File: config.mk
export PLATFORM = sky130hd
export DESIGN_NAME = sum_accumulator_flat
export DESIGN_NICKNAME = d
export VERILOG_FILES = /design/src/rtl/sum_accumulator_if.sv /design/src/rtl/sum_accumulator.sv /design/src/flat_wrapper.sv
export SDC_FILE = /design/constraint.sdc
export NUM_CORES = 1
export LEC_CHECK = 0
export CORE_MARGIN = 2
export CORE_UTILIZATION = 55
export DETAILED_ROUTE_END_ITERATION = 8
export GPL_ROUTABILITY_DRIVEN = 0
export PLACE_DENSITY = 0.85
export SYNTH_ARGS = -nofsm -noshare
export SYNTH_HDL_FRONTEND = slang
export SYNTH_SLANG_ARGS = --single-unit
File: constraint.sdc
create_clock -name clk -period 4.3 [get_ports clk]
set_input_delay 0.645 -clock clk [delete_from_list [all_inputs] [get_ports clk]]
set_output_delay 0.645 -clock clk [all_outputs]
set_load 0.03 [all_outputs]
File: src/rtl/sum_accumulator_if.sv
// Valid/ready sample-in / burst-result-out bundle for sum_accumulator.
// Optional macro SUM_ACC_PARITY_CHECK_EN adds the outParityErr signal.
interface sum_accumulator_if #(
  parameter int unsigned W     = 8,
  parameter int unsigned LEN_W = 4
);
  localparam int unsigned ACC_W = W + 1 + LEN_W;

  logic             inValid;
  logic             inReady;
  logic [W:0]       inSum;
  logic             inIsOdd;
  logic [LEN_W-1:0] burstLen;
  logic             outValid;
  logic             outReady;
  logic [ACC_W-1:0] outAcc;
  logic [LEN_W-1:0] outOddCnt;
`ifdef SUM_ACC_PARITY_CHECK_EN
  logic             outParityErr;

  modport master (
    output inValid, inSum, inIsOdd, burstLen, outReady,
    input  inReady, outValid, outAcc, outOddCnt, outParityErr
  );

  modport slave (
    input  inValid, inSum, inIsOdd, burstLen, outReady,
    output inReady, outValid, outAcc, outOddCnt, outParityErr
  );
`else
  modport master (
    output inValid, inSum, inIsOdd, burstLen, outReady,
    input  inReady, outValid, outAcc, outOddCnt
  );

  modport slave (
    input  inValid, inSum, inIsOdd, burstLen, outReady,
    output inReady, outValid, outAcc, outOddCnt
  );
`endif
endinterface

File: src/rtl/sum_accumulator.sv
// Burst reducer behind the adder stage: sums a programmable number of
// (W+1)-bit samples, counts the odd ones, and hands the total downstream.
// Optional macro SUM_ACC_PARITY_CHECK_EN adds a sticky inIsOdd/inSum[0]
// mismatch flag on outParityErr.
module sum_accumulator #(
  parameter int unsigned W     = 8,
  parameter int unsigned LEN_W = 4
) (
  input  logic            clk,
  input  logic            rst_n,
  sum_accumulator_if.slave bus
);
  localparam int unsigned ACC_W = W + 1 + LEN_W;

  typedef enum logic [1:0] {IDLE, ACCUM, DONE} state_t;

  state_t           state, state_next;
  logic [ACC_W-1:0] acc, acc_next;
  logic [LEN_W-1:0] odd_cnt, odd_cnt_next;
  logic [LEN_W-1:0] cnt, cnt_next;
  logic [LEN_W-1:0] len, len_next;
  logic             in_ready;
  logic             out_valid;

  logic             accept_c;
  logic [LEN_W-1:0] first_len_c;

  assign accept_c    = bus.inValid & in_ready;
  // A zero burst length is treated as a single-sample burst.
  assign first_len_c = (bus.burstLen == '0) ? LEN_W'(1) : bus.burstLen;

  // Next-state and datapath update.
  always_comb begin
    state_next   = state;
    acc_next     = acc;
    odd_cnt_next = odd_cnt;
    cnt_next     = cnt;
    len_next     = len;
    case (state)
      IDLE: begin
        if (accept_c) begin
          len_next     = first_len_c;
          acc_next     = ACC_W'(bus.inSum);
          odd_cnt_next = LEN_W'(bus.inIsOdd);
          cnt_next     = LEN_W'(1);
          state_next   = (first_len_c == LEN_W'(1)) ? DONE : ACCUM;
        end
      end
      ACCUM: begin
        if (accept_c) begin
          acc_next     = acc + ACC_W'(bus.inSum);
          odd_cnt_next = odd_cnt + LEN_W'(bus.inIsOdd);
          cnt_next     = cnt + LEN_W'(1);
          if (cnt_next == len) begin
            state_next = DONE;
          end
        end
      end
      DONE: begin
        if (bus.outReady) begin
          state_next = IDLE;
        end
      end
      default: state_next = IDLE;
    endcase
  end

  // State, datapath and registered handshake decodes.
  always_ff @(posedge clk or negedge rst_n) begin
    if (!rst_n) begin
      state     <= IDLE;
      acc       <= '0;
      odd_cnt   <= '0;
      cnt       <= '0;
      len       <= '0;
      in_ready  <= 1'b1;
      out_valid <= 1'b0;
    end else begin
      state     <= state_next;
      acc       <= acc_next;
      odd_cnt   <= odd_cnt_next;
      cnt       <= cnt_next;
      len       <= len_next;
      in_ready  <= (state_next != DONE);
      out_valid <= (state_next == DONE);
    end
  end

  assign bus.inReady   = in_ready;
  assign bus.outValid  = out_valid;
  assign bus.outAcc    = acc;
  assign bus.outOddCnt = odd_cnt;

`ifdef SUM_ACC_PARITY_CHECK_EN
  logic parity_err;

  // Sticky flag: any accepted sample whose odd flag disagrees with its LSB.
  always_ff @(posedge clk or negedge rst_n) begin
    if (!rst_n) begin
      parity_err <= 1'b0;
    end else if (accept_c && (bus.inIsOdd != bus.inSum[0])) begin
      parity_err <= 1'b1;
    end
  end

  assign bus.outParityErr = parity_err;
`endif
endmodule

File: src/flat_wrapper.sv
// flat-port wrapper written by rule: the top's interface ports become plain ports
module sum_accumulator_flat 
#(
  parameter int unsigned W     = 8,
  parameter int unsigned LEN_W = 4
)
  (clk, rst_n, bus_inValid, bus_inSum, bus_inIsOdd, bus_burstLen, bus_outReady, bus_inReady, bus_outValid, bus_outAcc, bus_outOddCnt);
  sum_accumulator_if #(.W(W), .LEN_W(LEN_W)) bus_i ();
  input  logic clk;
  input  logic rst_n;
  input wire logic [$bits(bus_i.inValid)-1:0] bus_inValid;
  input wire logic [$bits(bus_i.inSum)-1:0] bus_inSum;
  input wire logic [$bits(bus_i.inIsOdd)-1:0] bus_inIsOdd;
  input wire logic [$bits(bus_i.burstLen)-1:0] bus_burstLen;
  input wire logic [$bits(bus_i.outReady)-1:0] bus_outReady;
  output wire logic [$bits(bus_i.inReady)-1:0] bus_inReady;
  output wire logic [$bits(bus_i.outValid)-1:0] bus_outValid;
  output wire logic [$bits(bus_i.outAcc)-1:0] bus_outAcc;
  output wire logic [$bits(bus_i.outOddCnt)-1:0] bus_outOddCnt;
  assign bus_i.inValid = bus_inValid;
  assign bus_i.inSum = bus_inSum;
  assign bus_i.inIsOdd = bus_inIsOdd;
  assign bus_i.burstLen = bus_burstLen;
  assign bus_i.outReady = bus_outReady;
  assign bus_inReady = bus_i.inReady;
  assign bus_outValid = bus_i.outValid;
  assign bus_outAcc = bus_i.outAcc;
  assign bus_outOddCnt = bus_i.outOddCnt;
  sum_accumulator #(.W(W), .LEN_W(LEN_W)) u_core (.clk(clk), .rst_n(rst_n), .bus(bus_i));
endmodule
==> flow_metrics.env <==
export IMPL_dr_pass1_iters=4
export IMPL_yosys_top_cells_area="dfrtp_1 (40%), ha_1 (8.5%), a21oi_1 (5.1%), o21ai_0 (4.8%), nand2_1 (4.5%)"
export IMPL_drc=0
export IMPL_grt_max_degree=31
export IMPL_drive_above_1_share_pct=8.33
export IMPL_overflow=0
export IMPL_ys_flop_type="dfrtp_1"
export IMPL_worst_r2r_cell_count=7
export IMPL_worstHoldPathCells=2
export IMPL_yosysTopAreaCell="dfrtp_1"
export IMPL_avgViaCountPerCell=6.04
export IMPL_syn_nets=221
export IMPL_avgSynthCellArea_um2=9.31
export IMPL_dp_cells=264
export IMPL_maxSlewViolCount=0
export IMPL_power_per_cell_area_nw_per_um2=799
export IMPL_syn_to_final_growth_pct=26.2
export IMPL_timing_hold_violations_final=0
export IMPL_synthDistinctLibCells=43
export IMPL_grtUsageTotal_pct=26.2
export IMPL_synthCells=190
export IMPL_numCtsBuffers=5
export IMPL_finalCritPeriodShare_pct=60.0
export IMPL_crit_type="primary input to register"
export IMPL_coreArea_um2=3050
export IMPL_clkSinkCount=29
export IMPL_ir_drop_mv=0.382
export IMPL_max_cap_violations=0
export IMPL_clockBufferDepth=2
export IMPL_ant_nets=0
export IMPL_synth_edf_count=0
export IMPL_holdPathEnd="u_core.bus.outAcc[2]"
export IMPL_synth_top_area_share_pct=39.6
export IMPL_r2r_start="u_core.bus.outAcc[0]"
export IMPL_cts_tree="yes"
export IMPL_fin_ws_ps=1720
export IMPL_yosysWarnings=0
export IMPL_hold_path_class="register to register"
export IMPL_r2r_end="u_core.bus.outAcc[10]"
export IMPL_rows=20
export IMPL_worstHoldStart="u_core.bus.outAcc[2]"
export IMPL_h_tree_depth=2
export IMPL_finalNonFillerCells=272
export IMPL_clock_skew_ps=16.1
export IMPL_post_cts_buffers=0
export IMPL_status="finished clean"
export IMPL_finalSetupViolations=0
export IMPL_cp_slowest_cell="fa_1"
export IMPL_start_kind="primary input"
export IMPL_antenna_found_initial=0
export IMPL_port_buffers=36
export IMPL_critical_path_max_fanout=4
export IMPL_ioPinCount=37
export IMPL_holdBufCountCts=0
export IMPL_placement_setup_worst_slack_ps=1420
export IMPL_required_ps=4520
export IMPL_drt_iter0_drc=93
export IMPL_reg2reg_slack_ps=2050
export IMPL_critPathMaxStageDelay_ps=470
export IMPL_die_y_um=60.7
export IMPL_routedWlPerCell_um=16.1
export IMPL_netlist_area_um2=1770
export IMPL_synth_most_common_cell="dfrtp_1"
export IMPL_tightest_slew_ps=975
export IMPL_wirelength_mm=4.39
export IMPL_arrival_ps=2800
export IMPL_fillers=243
export IMPL_ys_seq_area_share_pct=41.1
export IMPL_start_util_pct=58.0
export IMPL_ys_seq_elements=29
export IMPL_grt_pass1_wl_mm=7.08
export IMPL_cp_cell_sequence="clkdlybuf4s50_1 > ha_1 > fa_1 > a211oi_2 > nor3_2 > o31ai_2 > nor4_1 > a211o_1"
export IMPL_clk_pin_slew_ps=90
export IMPL_hold_slack_ps=526
export IMPL_diodes=0
export IMPL_nets=258
export IMPL_grt_pass1_vias=1596
export IMPL_leakagePower_nw=0.961
export IMPL_root_buffer="clkbuf_4"
export IMPL_synth_async_reset_ratio_pct=100
export IMPL_dpl_hpwl_mm=3.28
export IMPL_die_x_um=60.7
export IMPL_clk_latency_ps=330
export IMPL_cp_end_kind="register"
export IMPL_synthTopCellsByCount="dfrtp_1 (28), nand2_1 (21), a21oi_1 (18)"
export IMPL_setup_tns_final_ps=0
export IMPL_cts_resized=0
export IMPL_dieArea_um2=3690
export IMPL_fin_crit_ps=2580
export IMPL_relSlewSlack_pct=35.0
export IMPL_vias=1643
export IMPL_rsz0062_at_grt="no"
export IMPL_clock_fmax_mhz=387
critical path: cells and delay by family:
family	cells	cell delay, ps
AO/OA/AOI/OAI	3	830
adder cells (fa/ha/maj)	2	690
buffers and inverters	1	440
AND/OR/NAND/NOR	2	200
through the flow:
step	total power (W)	utilization [%]	instance area, um^2
global placement	0.00153	70.9	2160
floorplan	0.00125	-	1770
finish	0.00178	73.2	2230
detailed placement	0.00159	70.9	2160
CTS	0.00178	73.2	2230
global route	0.00192	73.2	2230
cells in the final DEF (no fill, tap or decap), types with 5 or more instances in the layout:
| cell type | n |
|---|---|
| nand3_1 | 9 |
| dfrtp_1 | 28 |
| nor2_1 | 12 |
| ha_1 | 12 |
| nand2_1 | 21 |
| clkbuf_4 | 5 |
| clkdlybuf4s50_1 | 36 |
| xor2_1 | 6 |
| o22ai_1 | 6 |
| a21oi_1 | 18 |
| o21ai_0 | 17 |
| nor3_1 | 5 |
power by group:
| group | switching [W] | leakage [nW] | internal (W) |
|---|---|---|---|
| clock network | 0.0000969 | 0.0413 | 0.0000946 |
| registers | 0.000133 | 0.354 | 0.000398 |
| logic | 0.000612 | 0.566 | 0.000451 |
how the worst max path moves through the flow:
stage / startpoint / endpoint / cells past startpoint
after floorplan: bus_inSum[0] / u_core.bus.outAcc[10] / 7
after global placement: bus_inSum[0] / u_core.bus.outAcc[10] / 8
after detailed placement: bus_inSum[0] / u_core.bus.outAcc[10] / 8
after CTS: bus_inSum[0] / u_core.bus.outAcc[10] / 8
after global routing: bus_inSum[0] / u_core.bus.outAcc[10] / 8
final: bus_inSum[0] / u_core.bus.outAcc[10] / 8
final cells by class:
type                       count  area [um^2]  area share [%]
clock buffer                   7         65.1            2.91
clock inverter                 1         5.00           0.224
inverter                       1         3.75           0.168
multi-input combinational    153         1010            45.2
sequential                    29          727            32.5
tap                           44         55.1            2.46
timing repair buffer          37          368            16.5
state kept, by name, indices dropped and copies added, names as in the netlist:
register and count:
u_core.state 2, u_core.bus.inReady 1, u_core.bus.outAcc 13, u_core.len 4
u_core.bus.outValid 1, u_core.cnt 4, u_core.bus.outOddCnt 4
logic make-up after synthesis:
family,after synthesis,share of synthesized area [%]
AO/OA/AOI/OAI,63,22.6
XOR/XNOR,9,4.46
adder cells (fa/ha/maj),13,9.62
buffers and inverters,8,1.84
flip-flops,29,41.1
multiplexers,6,3.61
AND/OR/NAND/NOR,62,16.8
metal layers:
metal	share of wire [%]	up-vias	GRT usage (%)	wire length [um]
li1	-	779	-	-
met3	4.5	14	6.40	198
met1	40	802	28.7	1760
met2	53	48	48.2	2320
met4	2.5	0	10.9	110
met5	0	-	0	0
(Power assumes the default switching activity.)
